<file path="src/rtl/dbn_pkg.sv">
// dbn_pkg
// Shared definitions for the DBN layer sequencer slice:
//   - default operand / accumulator widths and layer size limits
//   - FSM state encoding for dbn_layer_sequencer
//   - signed saturation bounds for the WIDTH_OUT accumulator
// No ports (package). Optional feature macro used by importers: DBN_ACC_SAT_EN.

package dbn_pkg;

    localparam int DEF_WIDTH_IN  = 16;
    localparam int DEF_WIDTH_OUT = 32;
    localparam int DEF_N_IN_MAX  = 784;
    localparam int DEF_N_OUT_MAX = 500;
    localparam int DEF_MULT_LAT  = 2;
    localparam int DEF_XA_W      = 10;
    localparam int DEF_WA_W      = 19;
    localparam int DEF_YA_W      = 9;

    typedef enum logic [2:0] {
        ST_IDLE  = 3'd0,
        ST_FETCH = 3'd1,
        ST_DRAIN = 3'd2,
        ST_WRITE = 3'd3,
        ST_DONE  = 3'd4
    } state_t;

    localparam logic [DEF_WIDTH_OUT-1:0] SAT_MAX = {1'b0, {(DEF_WIDTH_OUT-1){1'b1}}};
    localparam logic [DEF_WIDTH_OUT-1:0] SAT_MIN = {1'b1, {(DEF_WIDTH_OUT-1){1'b0}}};

endpackage

</file>
<file path="src/rtl/dbn_acc.sv">
// dbn_acc
// Load/accumulate register for one neuron's dot product.
//   clk   in   clock
//   rst   in   synchronous active-low reset
//   clear in   zero acc and ovf (used right after a neuron is written out)
//   en    in   a product is arriving this cycle
//   load  in   with en: this is the neuron's first product, load instead of add
//   din   in   W  product from the multiplier, taken as-is
//   acc   out  W  running sum
//   ovf   out  1  sum saturated at some step (only with DBN_ACC_SAT_EN)
// Macro DBN_ACC_SAT_EN: signed saturation to max/min on overflow and a sticky
// ovf flag. Without it the sum wraps modulo 2^W and ovf stays 0.

module dbn_acc
    import dbn_pkg::*;
#(
    parameter int W = DEF_WIDTH_OUT
) (
    input  logic         clk,
    input  logic         rst,
    input  logic         clear,
    input  logic         en,
    input  logic         load,
    input  logic [W-1:0] din,
    output logic [W-1:0] acc,
    output logic         ovf
);

    localparam logic [W-1:0] SAT_HI = {1'b0, {(W-1){1'b1}}};
    localparam logic [W-1:0] SAT_LO = {1'b1, {(W-1){1'b0}}};

    logic [W-1:0] sum;
    logic         sat_hi;
    logic         sat_lo;

    // Raw wrapping sum; overflow is detected from operand/result signs.
    always_comb begin
        sum    = acc + din;
        sat_hi = 1'b0;
        sat_lo = 1'b0;
`ifdef DBN_ACC_SAT_EN
        sat_hi = !acc[W-1] && !din[W-1] &&  sum[W-1];
        sat_lo =  acc[W-1] &&  din[W-1] && !sum[W-1];
`endif
    end

    // The first product loads acc directly, so no clear cycle is needed
    // between neurons; clear exists so n_in==0 layers write zeros.
    always_ff @(posedge clk) begin
        if (!rst) begin
            acc <= '0;
            ovf <= 1'b0;
        end else if (clear) begin
            acc <= '0;
            ovf <= 1'b0;
        end else if (en) begin
            if (load) begin
                acc <= din;
                ovf <= 1'b0;
            end else if (sat_hi) begin
                acc <= SAT_HI;
                ovf <= 1'b1;
            end else if (sat_lo) begin
                acc <= SAT_LO;
                ovf <= 1'b1;
            end else begin
                acc <= sum;
            end
        end
    end

endmodule

</file>
<file path="src/rtl/dbn_layer_sequencer.sv">
// dbn_layer_sequencer
// Sequences one fully-connected DBN layer on a shared signed multiplier:
// for each neuron j it streams x[i] and w[j*n_in+i], accumulates the
// products and writes y[j] to the next level's input memory.
//   clk, rst          clock, synchronous active-low reset
//   start             launch a layer (only sampled in IDLE)
//   cfg_n_in/n_out    layer size, latched with start, clamped to *_MAX
//   busy, done        state != IDLE, one-cycle end-of-layer pulse
//   mem_rd, x_addr, w_addr, x_data, w_data   x/w memory port (1-cycle read)
//   mul_vld, mul_a, mul_b, mul_res           multiplier port (MULT_LAT)
//   y_we, y_addr, y_data, y_ovf              output memory write port
// Macro DBN_ACC_SAT_EN (in dbn_acc): saturating accumulation, y_ovf flag.

module dbn_layer_sequencer
    import dbn_pkg::*;
#(
    parameter int WIDTH_IN  = DEF_WIDTH_IN,
    parameter int WIDTH_OUT = DEF_WIDTH_OUT,
    parameter int N_IN_MAX  = DEF_N_IN_MAX,
    parameter int N_OUT_MAX = DEF_N_OUT_MAX,
    parameter int MULT_LAT  = DEF_MULT_LAT,
    parameter int XA_W      = DEF_XA_W,
    parameter int WA_W      = DEF_WA_W,
    parameter int YA_W      = DEF_YA_W
) (
    input  logic                 clk,
    input  logic                 rst,
    input  logic                 start,
    input  logic [XA_W-1:0]      cfg_n_in,
    input  logic [YA_W-1:0]      cfg_n_out,
    output logic                 busy,
    output logic                 done,
    output logic                 mem_rd,
    output logic [XA_W-1:0]      x_addr,
    output logic [WA_W-1:0]      w_addr,
    input  logic [WIDTH_IN-1:0]  x_data,
    input  logic [WIDTH_IN-1:0]  w_data,
    output logic                 mul_vld,
    output logic [WIDTH_IN-1:0]  mul_a,
    output logic [WIDTH_IN-1:0]  mul_b,
    input  logic [WIDTH_OUT-1:0] mul_res,
    output logic                 y_we,
    output logic [YA_W-1:0]      y_addr,
    output logic [WIDTH_OUT-1:0] y_data,
    output logic                 y_ovf
);

    localparam logic [XA_W-1:0] N_IN_LIM  = XA_W'(N_IN_MAX);
    localparam logic [YA_W-1:0] N_OUT_LIM = YA_W'(N_OUT_MAX);

    state_t state;
    state_t state_nxt;

    logic [XA_W-1:0]      n_in;
    logic [YA_W-1:0]      n_out;
    logic [XA_W-1:0]      i_cnt;
    logic [YA_W-1:0]      j_cnt;
    logic [WA_W-1:0]      wbase;
    logic [MULT_LAT:0]    vld_pipe;
    logic [MULT_LAT:0]    first_pipe;
    logic [MULT_LAT:0]    last_pipe;
    logic [XA_W-1:0]      cfg_n_in_c;
    logic [YA_W-1:0]      cfg_n_out_c;
    logic                 fetch;
    logic                 write;
    logic                 last_issue;
    logic                 last_neuron;
    logic [WIDTH_OUT-1:0] acc;
    logic                 acc_ovf;

    assign cfg_n_in_c  = (cfg_n_in  > N_IN_LIM)  ? N_IN_LIM  : cfg_n_in;
    assign cfg_n_out_c = (cfg_n_out > N_OUT_LIM) ? N_OUT_LIM : cfg_n_out;

    assign fetch       = (state == ST_FETCH);
    assign write       = (state == ST_WRITE);
    assign last_issue  = (i_cnt == n_in - XA_W'(1));
    assign last_neuron = (j_cnt == n_out - YA_W'(1));

    // State register.
    always_ff @(posedge clk) begin
        if (!rst) begin
            state <= ST_IDLE;
        end else begin
            state <= state_nxt;
        end
    end

    // DRAIN ends when the 'last' tag reaches the result stage, which is
    // exactly MULT_LAT+1 cycles after the last issue.
    always_comb begin
        state_nxt = state;
        case (state)
            ST_IDLE: begin
                if (start) begin
                    if (cfg_n_out == '0) begin
                        state_nxt = ST_DONE;
                    end else if (cfg_n_in == '0) begin
                        state_nxt = ST_WRITE;
                    end else begin
                        state_nxt = ST_FETCH;
                    end
                end
            end
            ST_FETCH: begin
                if (last_issue) begin
                    state_nxt = ST_DRAIN;
                end
            end
            ST_DRAIN: begin
                if (last_pipe[MULT_LAT]) begin
                    state_nxt = ST_WRITE;
                end
            end
            ST_WRITE: begin
                if (last_neuron) begin
                    state_nxt = ST_DONE;
                end else if (n_in == '0) begin
                    state_nxt = ST_WRITE;
                end else begin
                    state_nxt = ST_FETCH;
                end
            end
            ST_DONE: begin
                state_nxt = ST_IDLE;
            end
            default: begin
                state_nxt = ST_IDLE;
            end
        endcase
    end

    // Config latch, address counters and issue-tag pipeline. The weight base
    // advances by n_in per neuron so no multiplier is needed for w_addr.
    always_ff @(posedge clk) begin
        if (!rst) begin
            n_in       <= '0;
            n_out      <= '0;
            i_cnt      <= '0;
            j_cnt      <= '0;
            wbase      <= '0;
            vld_pipe   <= '0;
            first_pipe <= '0;
            last_pipe  <= '0;
        end else begin
            vld_pipe   <= {vld_pipe[MULT_LAT-1:0],   fetch};
            first_pipe <= {first_pipe[MULT_LAT-1:0], fetch && (i_cnt == '0)};
            last_pipe  <= {last_pipe[MULT_LAT-1:0],  fetch && last_issue};
            case (state)
                ST_IDLE: begin
                    i_cnt <= '0;
                    j_cnt <= '0;
                    wbase <= '0;
                    if (start) begin
                        n_in  <= cfg_n_in_c;
                        n_out <= cfg_n_out_c;
                    end
                end
                ST_FETCH: begin
                    i_cnt <= last_issue ? '0 : i_cnt + XA_W'(1);
                end
                ST_WRITE: begin
                    if (!last_neuron) begin
                        j_cnt <= j_cnt + YA_W'(1);
                        wbase <= wbase + WA_W'(n_in);
                    end
                end
                default: begin
                end
            endcase
        end
    end

    dbn_acc #(
        .W(WIDTH_OUT)
    ) u_acc (
        .clk  (clk),
        .rst  (rst),
        .clear(write),
        .en   (vld_pipe[MULT_LAT]),
        .load (first_pipe[MULT_LAT]),
        .din  (mul_res),
        .acc  (acc),
        .ovf  (acc_ovf)
    );

    // Outputs are decoded from state so they are all zero while idle.
    always_comb begin
        busy    = (state != ST_IDLE);
        done    = (state == ST_DONE);
        mem_rd  = fetch;
        x_addr  = fetch ? i_cnt : '0;
        w_addr  = fetch ? (wbase + WA_W'(i_cnt)) : '0;
        mul_vld = vld_pipe[0];
        mul_a   = vld_pipe[0] ? x_data : '0;
        mul_b   = vld_pipe[0] ? w_data : '0;
        y_we    = write;
        y_addr  = write ? j_cnt : '0;
        y_data  = write ? acc : '0;
        y_ovf   = write && acc_ovf;
    end

endmodule

</file>
<file path="config.mk">
export PLATFORM = sky130hd
export DESIGN_NAME = dbn_layer_sequencer
export DESIGN_NICKNAME = d
export VERILOG_FILES = /design/src/rtl/dbn_pkg.sv /design/src/rtl/dbn_acc.sv /design/src/rtl/dbn_layer_sequencer.sv
export SDC_FILE = /design/constraint.sdc
export NUM_CORES = 1
export LEC_CHECK = 0
export CAP_MARGIN = 20
export CELL_PAD_IN_SITES_DETAIL_PLACEMENT = 0
export CELL_PAD_IN_SITES_GLOBAL_PLACEMENT = 1
export CORE_ASPECT_RATIO = 1.4
export CORE_MARGIN = 1.5
export CORE_UTILIZATION = 37
export DETAILED_ROUTE_END_ITERATION = 8
export HOLD_SLACK_MARGIN = 0.03
export MAX_ROUTING_LAYER = met4
export PLACE_DENSITY_LB_ADDON = 0.2
export SLEW_MARGIN = 20
export SYNTH_ARGS = -nofsm -noshare
export SYNTH_HDL_FRONTEND = slang
export SYNTH_HIERARCHICAL = 1
export SYNTH_SLANG_ARGS = --single-unit
export TNS_END_PERCENT = 50
</file>
<file path="constraint.sdc">
create_clock -name clk -period 3.2 [get_ports clk]
set_input_delay 0.64 -clock clk [delete_from_list [all_inputs] [get_ports clk]]
set_output_delay 0.64 -clock clk [all_outputs]
set_load 0.05 [all_outputs]
</file>
==> summary.md <==
| Metric | Value |
|---|---|
| Net Sw Power | `0.00180 W` |
| Fill cell count | `2045` |
| Critical Path End Type | `output port` |
| Type of element launching the critical path | `flip-flop` |
| Violated checks | `negative setup slack` |
| Total Wirelength | `26.5 mm` |
| Final hold vios | `0` |
| Clock network fraction of design power | `0.251` |
| Antenna diode count | `0` |
| Post-Syn Area | `8370 um^2` |
| Status | `finished, violations left` |
| Routed len/inst | `about 16 um` |
| RePlAce Congestion | `0.850` |
| Total die area | `approximately 24000 um^2` |
| Pwr per Cell Area | `approximately 370 nW/um^2` |
| Final core utilization | `0.553` |
| Antenna-violating nets left | `0` |
| Combinational group share of total power | `0.429` |
| Reg power frac | `0.320` |
| Slew @ Worst Pin | `0.633 ns` |
| Pleak | `5.04 nW` |
| Setup slack after layout | `-0.180 ns` |
| Worst-Skew Late Latency | `0.35 ns` |
| Final #Nets | `1467` |
| Asr flop ratio synth | `0` |
| Synth Register Bits | `101` |
| Synth top area cells | `dfxtp_1, ha_1, and2_1, a21oi_1, nand2_1` |
| Iter 0 DRT Violations | `416` |
| Total of max-cap violations | `0` |
| Area grow syn2layout | `45.7%` |
| Final HPWL DP | `20.4 mm` |
| Port Buf Inserts | `192` |
| Sequential share of the synthesized area | `0.242` |
| CTS buffer count | `9` |
| CTS H-tree depth | `3` |
| Met3 WL | `approximately 730 um` |
| Clock Skew | `about 0.011 ns` |
| Synthesized Nets | `1235` |
| CP max stage cell | `a2111oi_4` |
| M1 WL | `10.8 mm` |
| Setup_tns | `-1.10 ns` |
| Max_slew headroom | `0.578` |
| Max Slew Vio Count | `0` |
| DRC | `0` |
| DP Cell Count | `1604` |
| Final Setup Violations | `10` |
| CP required | `about 2.6 ns` |
| Mean Syn Cell Area | `7.67 um^2` |
| Tot Pwr | `0.00449 W` |
| Final worst-path cycle share | `1.06` |
| First-pass GRT wire length | `around 43 mm` |
| Top Metal Used | `met4` |
| Vias in the first global route | `around 8500` |
| DRT Pass-1 Iters | `4` |
| Clock Pin Slew Worst Setup and Hold Paths | `about 0.080 ns` |
| Crit path cell chain | `ha_4, buf_4, buf_6, a21o_1, a21oi_2, o21bai_2, a2111oi_4, o31ai_4, nor3b_2, o21a_1, buf_12` |
| Num ports | `194` |
| Yosys Warn Count | `6` |
| Initial antenna violation count | `0` |
| Via count | `8671` |
| Routed wl met2 | `14.3 mm` |
| FP Rows | `64` |
| HP Class | `flip-flop to flip-flop` |
| Clock Tree Buf Depth | `2` |
| Pre-CTS setup slack | `-0.250 ns` |
| Maximum vdd ir drop | `0.285 mV` |
| Peak Freq | `296 MHz` |
| RSZ-0062 raised after global routing | `yes` |
| Clock root cell | `clkbuf_16` |
| Number of synthesized flops with an enable pin | `0` |
| CP Max Fanout | `8` |
| CTS tree | `done` |
| Max stage delay on crit path | `0.45 ns` |
| Die height | `between 150 and 200 um` |
| WP data arrival | `2.74 ns` |
| Setup CP Type | `flip-flop to output port` |
| Total GRT Usage | `0.234` |
| Final min period | `about 3.4 ns` |
| Final Non-Filler Cells | `1624` |
| Mapped Cells | `1090` |
| Pint | `around 0.0027 W` |
| Core footprint | `around 22000 um^2` |
| Switching Share | `0.402` |
| Synth Flop Type | `dfxtp_1` |
| Layout cells sized above 1 | `0.179` |
| Initial Util | `0.380` |
| CTS sink count | `just over 100` |
| Count of unique library cells instantiated by Yosys | `between 80 and 90` |
| Yosys top cell by area | `dfxtp_1` |
| Vias per Instance | `approximately 5.3` |
| Die W | `130 um` |
| Total gr overflow | `0` |
| Post-synth top area share | `0.242` |
| Pin count of the biggest net entering global routing | `slightly above 40` |
-- worst max-delay path, delay by kind of cell (launching register included) --
family          cells  cell delay [ns]
flops               1             0.34
buf+inv             3             0.39
compound gates      6             1.31
fa+ha+maj           1             0.17
simple gates        1             0.18
-- power groups by stage --
stage / clock network (W) / logic, W / registers, W
finish: 0.00112 / 0.00193 / 0.00144
global route: 0.00122 / 0.00209 / 0.00145
CTS: 0.00116 / 0.00193 / 0.00144
detailed placement: 0 / 0.00192 / 0.00146
global placement: 0 / 0.00191 / 0.00146
floorplan: 0 / 0.00126 / 0.00144
-- final cells by class --
cell class	instances	area [um^2]	share of cell area
flip-flops and latches	101	2030	0.167
inverters	34	128	0.0105
repair buffers	285	3250	0.267
clock inverters	7	65.1	0.00534
clock buffers	9	225	0.0185
multi-input cells	891	6120	0.502
well taps	297	372	0.0305
-- final timing paths --
check / slack (ns) / cells past startpoint / start / endpoint
hold / removal: 0.43 / 1 / first_pipe[0] / first_pipe[1]
hold reg to reg: 0.43 / 1 / first_pipe[0] / first_pipe[1]
setup reg to reg: 0.39 / 7 / n_out[3] / wbase[18]
setup / recovery: -0.18 / 11 / i_cnt[0] / w_addr[17]
-- synthesized netlist by cell type, types with 26 or more instances --
cell      number
inv_1         34
xor2_1        26
a21o_1        34
ha_1          56
and2_1        82
xnor2_1       35
dfxtp_1      101
clkbuf_1      49
nand2_1       92
o21ai_0       69
nor2_1        74
a21oi_1       89
-- routing by layer --
| metal | global-route usage | vias to the layer above |
|---|---|---|
| met2 | 0.429 | 180 |
| met1 | 0.258 | 4070 |
| met5 | - | - |
| met4 | 0.0849 | 0 |
| met3 | 0.0184 | 44 |
| li1 | - | 4377 |
-- registers in the layout, indices dropped and copies added, names as in the netlist, 9 cells and up --
name	count
j_cnt	9
wbase	19
n_out	9
i_cnt	10
u_acc/acc	32
n_in	10
-- what timing repair did --
| item | CTS | global route |
|---|---|---|
| gates resized for setup | 15 | 18 |
| endpoints found under the setup margin | 11 | 17 |
| hold buffers | 0 | 0 |
| gates cloned | 1 | 0 |
| pin swaps | 10 | 11 |
| buffers inserted | 1 | 3 |
-- cells in the final DEF (no fill, tap or decap), types with 22 or more instances in the layout --
cell and instances:
xnor2_1 34, and2_1 82, nor2_1 73, and3_1 23, inv_1 34, a21oi_1 80, o21ai_0 67, nor2b_1 23
nand2_1 92, a21o_1 34, buf_4 89, clkdlybuf4s50_1 130, nand3_1 22, dfxtp_1 95, xor2_1 26, buf_12 62
ha_1 54
-- logic make-up after synthesis --
kind of cell             share of synthesized area
XOR/XNOR                                    0.0694
AND/OR/NAND/NOR                              0.270
AO/OA/AOI/OAI                                0.263
other                                     0.000448
buffers and inverters                       0.0501
flip-flops                                   0.242
multiplexers                                0.0147
adder cells (fa/ha/maj)                     0.0909
-- per-stage QoR --
stage	hold WS [ns]	cell area (um^2)
finish	0.431	12200
global route	0.448	12200
CTS	0.432	12100
detailed placement	0.418	11700
global placement	0.416	11700
floorplan	0.412	8420
No activity file was read; power rests on OpenSTA's default activity.
